===== src/rtl/data_mem_copier.sv =====
// Block-copy initiator for the data-memory port: reads LEN words from a source
// index and writes them to a destination index, one read/write pair per word.
module data_mem_copier #(
  parameter int DATA_W     = 32,
  parameter int ADDR_W     = 32,
  parameter int DEPTH_LOG2 = 8
) (
  input  logic                  i_clk,
  input  logic                  i_rst_n,
  input  logic                  i_start,
  input  logic [ADDR_W-1:0]     i_src,
  input  logic [ADDR_W-1:0]     i_dst,
  input  logic [DEPTH_LOG2:0]   i_len,
  input  logic [DATA_W-1:0]     i_mem_rdata,
  output logic [ADDR_W-1:0]     o_mem_addr,
  output logic                  o_mem_read,
  output logic                  o_mem_write,
  output logic [DATA_W-1:0]     o_mem_wdata,
  output logic                  o_busy,
  output logic                  o_done,
  output logic [DEPTH_LOG2:0]   o_count,
  output logic [1:0]            o_state
);

  localparam logic [1:0] ST_IDLE = 2'd0;
  localparam logic [1:0] ST_RD   = 2'd1;
  localparam logic [1:0] ST_WR   = 2'd2;
  localparam logic [1:0] ST_DONE = 2'd3;

  logic [1:0]            state;
  logic [DEPTH_LOG2-1:0] src_q;
  logic [DEPTH_LOG2-1:0] dst_q;
  logic [DEPTH_LOG2:0]   len_q;
  logic [DEPTH_LOG2:0]   idx_q;
  logic [DATA_W-1:0]     hold_q;

  logic [DEPTH_LOG2-1:0] src_addr;
  logic [DEPTH_LOG2-1:0] dst_addr;
  logic [DEPTH_LOG2:0]   idx_next;
  logic                  last_word;
  logic                  unused_addr_bits;

  // Only the low DEPTH_LOG2 bits of the indices matter; the sums wrap naturally.
  assign unused_addr_bits = ^{i_src[ADDR_W-1:DEPTH_LOG2], i_dst[ADDR_W-1:DEPTH_LOG2]};
  assign src_addr  = src_q + idx_q[DEPTH_LOG2-1:0];
  assign dst_addr  = dst_q + idx_q[DEPTH_LOG2-1:0];
  assign idx_next  = idx_q + (DEPTH_LOG2+1)'(1);
  assign last_word = (idx_next == len_q);

  // Handshake: i_start is a level sampled only in IDLE; there is no ready,
  // so a start seen in RD/WR/DONE is dropped rather than queued.
  always_ff @(posedge i_clk or negedge i_rst_n) begin
    if (!i_rst_n) begin
      state  <= ST_IDLE;
      src_q  <= '0;
      dst_q  <= '0;
      len_q  <= '0;
      idx_q  <= '0;
      hold_q <= '0;
    end else begin
      case (state)
        ST_IDLE: begin
          if (i_start) begin
            src_q <= i_src[DEPTH_LOG2-1:0];
            dst_q <= i_dst[DEPTH_LOG2-1:0];
            len_q <= i_len;
            idx_q <= '0;
            state <= (i_len == '0) ? ST_DONE : ST_RD;
          end
        end
        ST_RD: begin
          hold_q <= i_mem_rdata;
          state  <= ST_WR;
        end
        ST_WR: begin
          idx_q <= idx_next;
          state <= last_word ? ST_DONE : ST_RD;
        end
        default: state <= ST_IDLE;
      endcase
    end
  end

  // Outputs decode registered state only, so reset clears them immediately.
  always_comb begin
    o_mem_addr  = '0;
    o_mem_read  = 1'b0;
    o_mem_write = 1'b0;
    o_mem_wdata = '0;
    o_busy      = 1'b0;
    o_done      = 1'b0;
    case (state)
      ST_RD: begin
        o_mem_addr = ADDR_W'(src_addr);
        o_mem_read = 1'b1;
        o_busy     = 1'b1;
      end
      ST_WR: begin
        o_mem_addr  = ADDR_W'(dst_addr);
        o_mem_write = 1'b1;
        o_mem_wdata = hold_q;
        o_busy      = 1'b1;
      end
      ST_DONE: o_done = 1'b1;
      default: ;
    endcase
  end

  assign o_count = idx_q;
  assign o_state = state;

  a_rd_wr_exclusive: assert property (@(posedge i_clk) disable iff (!i_rst_n)
    !(o_mem_read && o_mem_write));
  a_done_one_cycle: assert property (@(posedge i_clk) disable iff (!i_rst_n)
    o_done |=> !o_done);

endmodule


===== config.mk =====
export PLATFORM = sky130hd
export DESIGN_NAME = data_mem_copier
export DESIGN_NICKNAME = d
export VERILOG_FILES = /design/src/rtl/data_mem_copier.sv
export SDC_FILE = /design/constraint.sdc
export NUM_CORES = 1
export LEC_CHECK = 0
export BUFFER_PORTS_ARGS = -buffer_cell sky130_fd_sc_hd__buf_2
export CAP_MARGIN = 5
export CELL_PAD_IN_SITES_DETAIL_PLACEMENT = 1
export CELL_PAD_IN_SITES_GLOBAL_PLACEMENT = 2
export CORE_UTILIZATION = 31
export CTS_BUF_LIST = sky130_fd_sc_hd__clkbuf_4
export DETAILED_ROUTE_END_ITERATION = 10
export PLACE_DENSITY_LB_ADDON = 0.1
export SLEW_MARGIN = 10
export SYNTH_ARGS = -nofsm -noshare
export SYNTH_HDL_FRONTEND = slang
export SYNTH_SLANG_ARGS = --single-unit

===== constraint.sdc =====
create_clock -name i_clk -period 8.15 [get_ports i_clk]
set_input_delay 0.815 -clock i_clk [delete_from_list [all_inputs] [get_ports i_clk]]
set_output_delay 0.815 -clock i_clk [all_outputs]
set_load 0.05 [all_outputs]

**Yosys cells after proc, flatten, opt, wreduce, memory -nomap -nowiden**

Index checks and enable logic that the tools add are counted.

- Flip-flop bits (word level): 68
- Logic and storage cells: 32
- Input port bits: 108
- Output and inout port bits: 79

- Equality and inequality tests: 5
- Muxes and demuxes: 12
- Add/subtract/negate cells: 3
- Reductions and logical operators: 6

Operators with widths:

| cell | number |
|---|---|
| $mux 32 | 1 |
| $pmux 9 s2 | 1 |
| $add 8x8->8 | 2 |
| $pmux 8 s2 | 1 |
| $add 9x1->9 const B | 1 |
| $eq 9x9->1 | 1 |
| $logic_not 9->1 | 1 |
| $mux 9 | 1 |
| $mux 2 | 3 |
| $pmux 2 s3 | 1 |
| $eq 2x2->1 const B | 2 |
| $mux 1 | 4 |
| $reduce_and 2->1 | 2 |
| $eq 2x1->1 const B | 1 |
| $logic_not 2->1 | 1 |
| $ne 2x2->1 const B | 1 |
| $reduce_bool 2->1 | 1 |
| $reduce_or 2->1 | 1 |

**Logic depth before layout (Yosys ltp)**

- Depth in word-level cells: 4
- Mapped depth: 13
- Mapped depth without buffers: 12

**Worst setup path after synthesis**

No wires, ideal clock.

- Path type: register to output
- From: reg state[1], in the netlist o_state[1]
- To: out o_mem_addr[6]
- Data required time: 7335 ps
- Arrival: 3904 ps
- Buffers on the path: 1
- Cell stages (with the launch flop): 13
- Slack: 3431 ps
- Cells stage by stage: dfrtp_1 ha_1 clkbuf_1 mux2_2 ha_1 inv_1 fa_1 nor2b_1 o21ai_0 nand2b_1 a21o_1 a21oi_1 mux2i_1

- Cells in the longest elaborated chain, start to end: 2
- Elaborated cells between the ends (all ways): 3
- Classes of those cells: 2 x eq/ne; 1 x mux

RTL lines:

| item | RTL line | RTL |
|---|---|---|
| start: declaration | 30 | `logic [1:0] state;` |
| start signal: assignment | 68 | `state <= (i_len == '0) ? ST_DONE : ST_RD;` |
| start signal: assignment | 77 | `state <= last_word ? ST_DONE : ST_RD;` |
| $eq 2x2->1 or $eq 2x1->1 (tied branches) | 92 | `case (state)` |
| $pmux 8 s2 * | 92 |  |
| end: declaration | 15 | `output logic [ADDR_W-1:0] o_mem_addr,` |

Every way passes the cells marked *; elsewhere a longest branch is shown, timed or not.

**Worst setup path after layout**

- From: reg state[0], in the netlist o_state[0]
- To: out o_mem_addr[6]

The elaborated chain is that of the path after synthesis.

==> impl_metrics.toml <==
[status]
status = "completed"

[clocking]
cts_resized = 0
clockRootBuffer = "clkbuf_4"
clock_sink_count = 68
cts_tree = "done"
postCtsHoldBufs = 0
post_cts_buffers = 0
cts_max_level = 3
numCtsBuffers = 9
cts.clk_slew.worst_paths_ps = 100
clk_latency_ps = 420
cts_buffer_depth = 2

[synth]
synth_area_leaders = "dfrtp_1, mux2_2, and2_1"
synth_top_area_share_pct = 43.8
yosysTopAreaCell = "dfrtp_1"
ys_seq_area_share_pct = 43.8
synth_cells = 344
synthArstFlopShare_pct = 100
synth_warnings = 0
synth_edf_count = 0
ys_ff_latch = 68
synth_top_flop_cell = "dfrtp_1"
synth_cell_types = 41
synth_area_um2 = 3880
avgSynthCellArea_um2 = 11.3

[worst_setup_path]
required_ps = 7340
critPathLaunchType = "flip-flop"
critPathCaptureType = "output pin"
ff2ff_setup_slack_ps = 5670
crit_type = "flip-flop to output pin"
worst_r2r_endpoint = "src_q[3]"
arrival_ps = 3390
crit_fanout = 13
worstRegToRegCells = 4
timing.rr.start = "o_state[0]"

[timing]
setup_viol = 0
fin_crit_ps = 4200
tns_ps = 0
maxSlewHeadroom_pct = 27.5
finalHoldViolations = 0
skew_ps = 14.6
grt_setup_unrepaired = "false"
tightestPinTransition_ps = 1080
max_freq_mhz = 238
drv_slew = 0
period_share_pct = 51.6

[route]
wl_um = 9260
routed_via_density = 4.58
drc = 0
wl_per_cell_um = 14.9
ant_nets = 0
firstDrtPassIters = 3
num_vias = 2847
drt_iter0_drc = 58

[cells_and_area]
final_design_area_no_fill_um2 = 4600
final-instance-count-excl-fill = 622
fillers = 1403
layout_commonest_cell = "buf_2"
layout-drive-gt1-share_pct = 44.3
num-nets-final = 573
final_cell_mix = "buf_2, dfrtp_1, mux2_2, and2_1, conb_1"
diodes = 0
area_growth_pct = 18.4

[power]
vdd_drop_max_uv = 91.0
p_sw_mw = 0.194
p_clk_share_pct = 29.1
leakage_nw = 2.26
p_int_mw = 0.436
combPwrFrac_pct = 15.6
switching_share_pct = 30.8
p_per_area_nw_per_um2 = 137
p_total_mw = 0.630
power.share.sequential_pct = 55.3

[floorplan]
io_pins = 187
die_y_um = 114
start_util_pct = 32.1
num_rows = 40
die_x_um = 114
core_um2 = 12100
die_area_um2 = 13000

[global_routing]
antenna_found_initial = 0
grt-ovfl-total = 0
grtUsageTotal_pct = 15.4
grt_pass1_wl_um = 15300
grt_max_degree = 69
grt_pass1_vias = 3020

[placed_design]
dpl_cell_area_um2 = 4500
portBuffers = 114
hpwl_um = 6700
placed_cells = 608
place.gp.congestion = 0.721

[run]
maxCapViolCount = 0

[hold_path]
min_path_cells = 1
worstHoldStart = "hold_q[31]"
min_path_type = "flip-flop to flip-flop"
hold_end = "hold_q[31]"
==> how the worst max path moves through the flow <==
| stage | endpoint | slack [ps] | start | cells after the start |
|---|---|---|---|---|
| 2_1_floorplan | o_mem_addr[6] | 3430 | o_state[1] | 12 |
| 3_3_place_gp | o_mem_addr[6] | 4370 | o_state[0] | 13 |
| 3_5_place_dp | o_mem_addr[6] | 4340 | o_state[0] | 13 |
| 4_1_cts | o_mem_addr[6] | 3840 | o_state[0] | 13 |
| 5_1_grt | o_mem_addr[6] | 3630 | o_state[0] | 13 |
| 6_report | o_mem_addr[6] | 3950 | o_state[0] | 13 |
==> cell type report <==
cell class,count,area (um^2),area share (%)
inverter,5,18.8,0.408
clock buffer,11,82.6,1.80
multi-input combinational,250,1980,43.0
sequential,68,1700,37.0
tap,168,210,4.57
clock inverter,3,16.3,0.354
timing repair buffer,117,593,12.9
==> kinds of logic after synthesis <==
group / Yosys count / share of synthesized area (%)
buffers and inverters: 49 / 7.63
xor gates and xnor gates: 16 / 3.61
other: 1 / 0.0965
muxes: 70 / 20.2
DFF: 68 / 43.8
and+or+nand+nor: 89 / 13.4
AOI/OAI and AO/OA: 37 / 6.57
adders and majority gates: 14 / 4.70
==> cell usage after synthesis, types with 2 or more instances <==
cell type  instances
mux2_2            66
nor3_1             3
nor2b_1            7
o21ai_0           11
a31oi_1            2
mux2i_1            4
o311ai_0           2
xor2_1             4
nand3_1            4
a21o_1             3
buf_4             26
and3_1             3
nand2b_1           8
ha_1              13
a21oi_1            6
o221ai_1           4
inv_1              5
clkbuf_1           6
a22o_1             3
nand4_1            6
nor2_1             8
xnor2_1           12
nand3b_1           2
and2_1            36
nand2_1            6
buf_2             11
nor4_1             2
dfrtp_1           68
==> power by group through the flow <==
| stage | Clock, mW | Sequential [mW] | Combinational, mW |
|---|---|---|---|
| floorplan | 0 | 0.354 | 0.0773 |
| global placement | 0 | 0.355 | 0.0988 |
| detailed placement | 0 | 0.356 | 0.0995 |
| CTS | 0.198 | 0.349 | 0.100 |
| global route | 0.209 | 0.350 | 0.105 |
| finish | 0.183 | 0.349 | 0.0983 |
==> through the flow <==
step           util (%)  hold slack (ps)  worst slack (ps)
2_1_floorplan         -              473              3430
3_3_place_gp       37.1              481              4370
3_5_place_dp       37.1              488              4340
4_1_cts            38.0              514              3840
5_1_grt            38.0              528              3630
6_report           38.0              511              3950
==> layer usage <==
metal,vias up,track usage (%),part of all wire [%]
met1,1404,18.1,41
met4,0,5.19,1.4
met3,10,5.69,7.2
li1,1357,-,-
met2,76,25.7,51
met5,-,0,0
==> worst max-delay path, cell delays in order (launching register included) <==
cell	delay (ps)
dfrtp_1	450
inv_1	130
ha_2	390
mux2_2	380
ha_1	190
inv_1	70
fa_1	180
nor2b_1	60
o21ai_0	180
nand2b_1	110
a21o_1	180
a21oi_1	190
mux2i_1	190
buf_2	270
==> sequential cells by signal, indices dropped and copies added, names as in the netlist <==
name	count
o_state	2
o_count	9
hold_q	32
dst_q	8
src_q	8
len_q	9
Note: power is estimated with default switching activity, not from simulation.
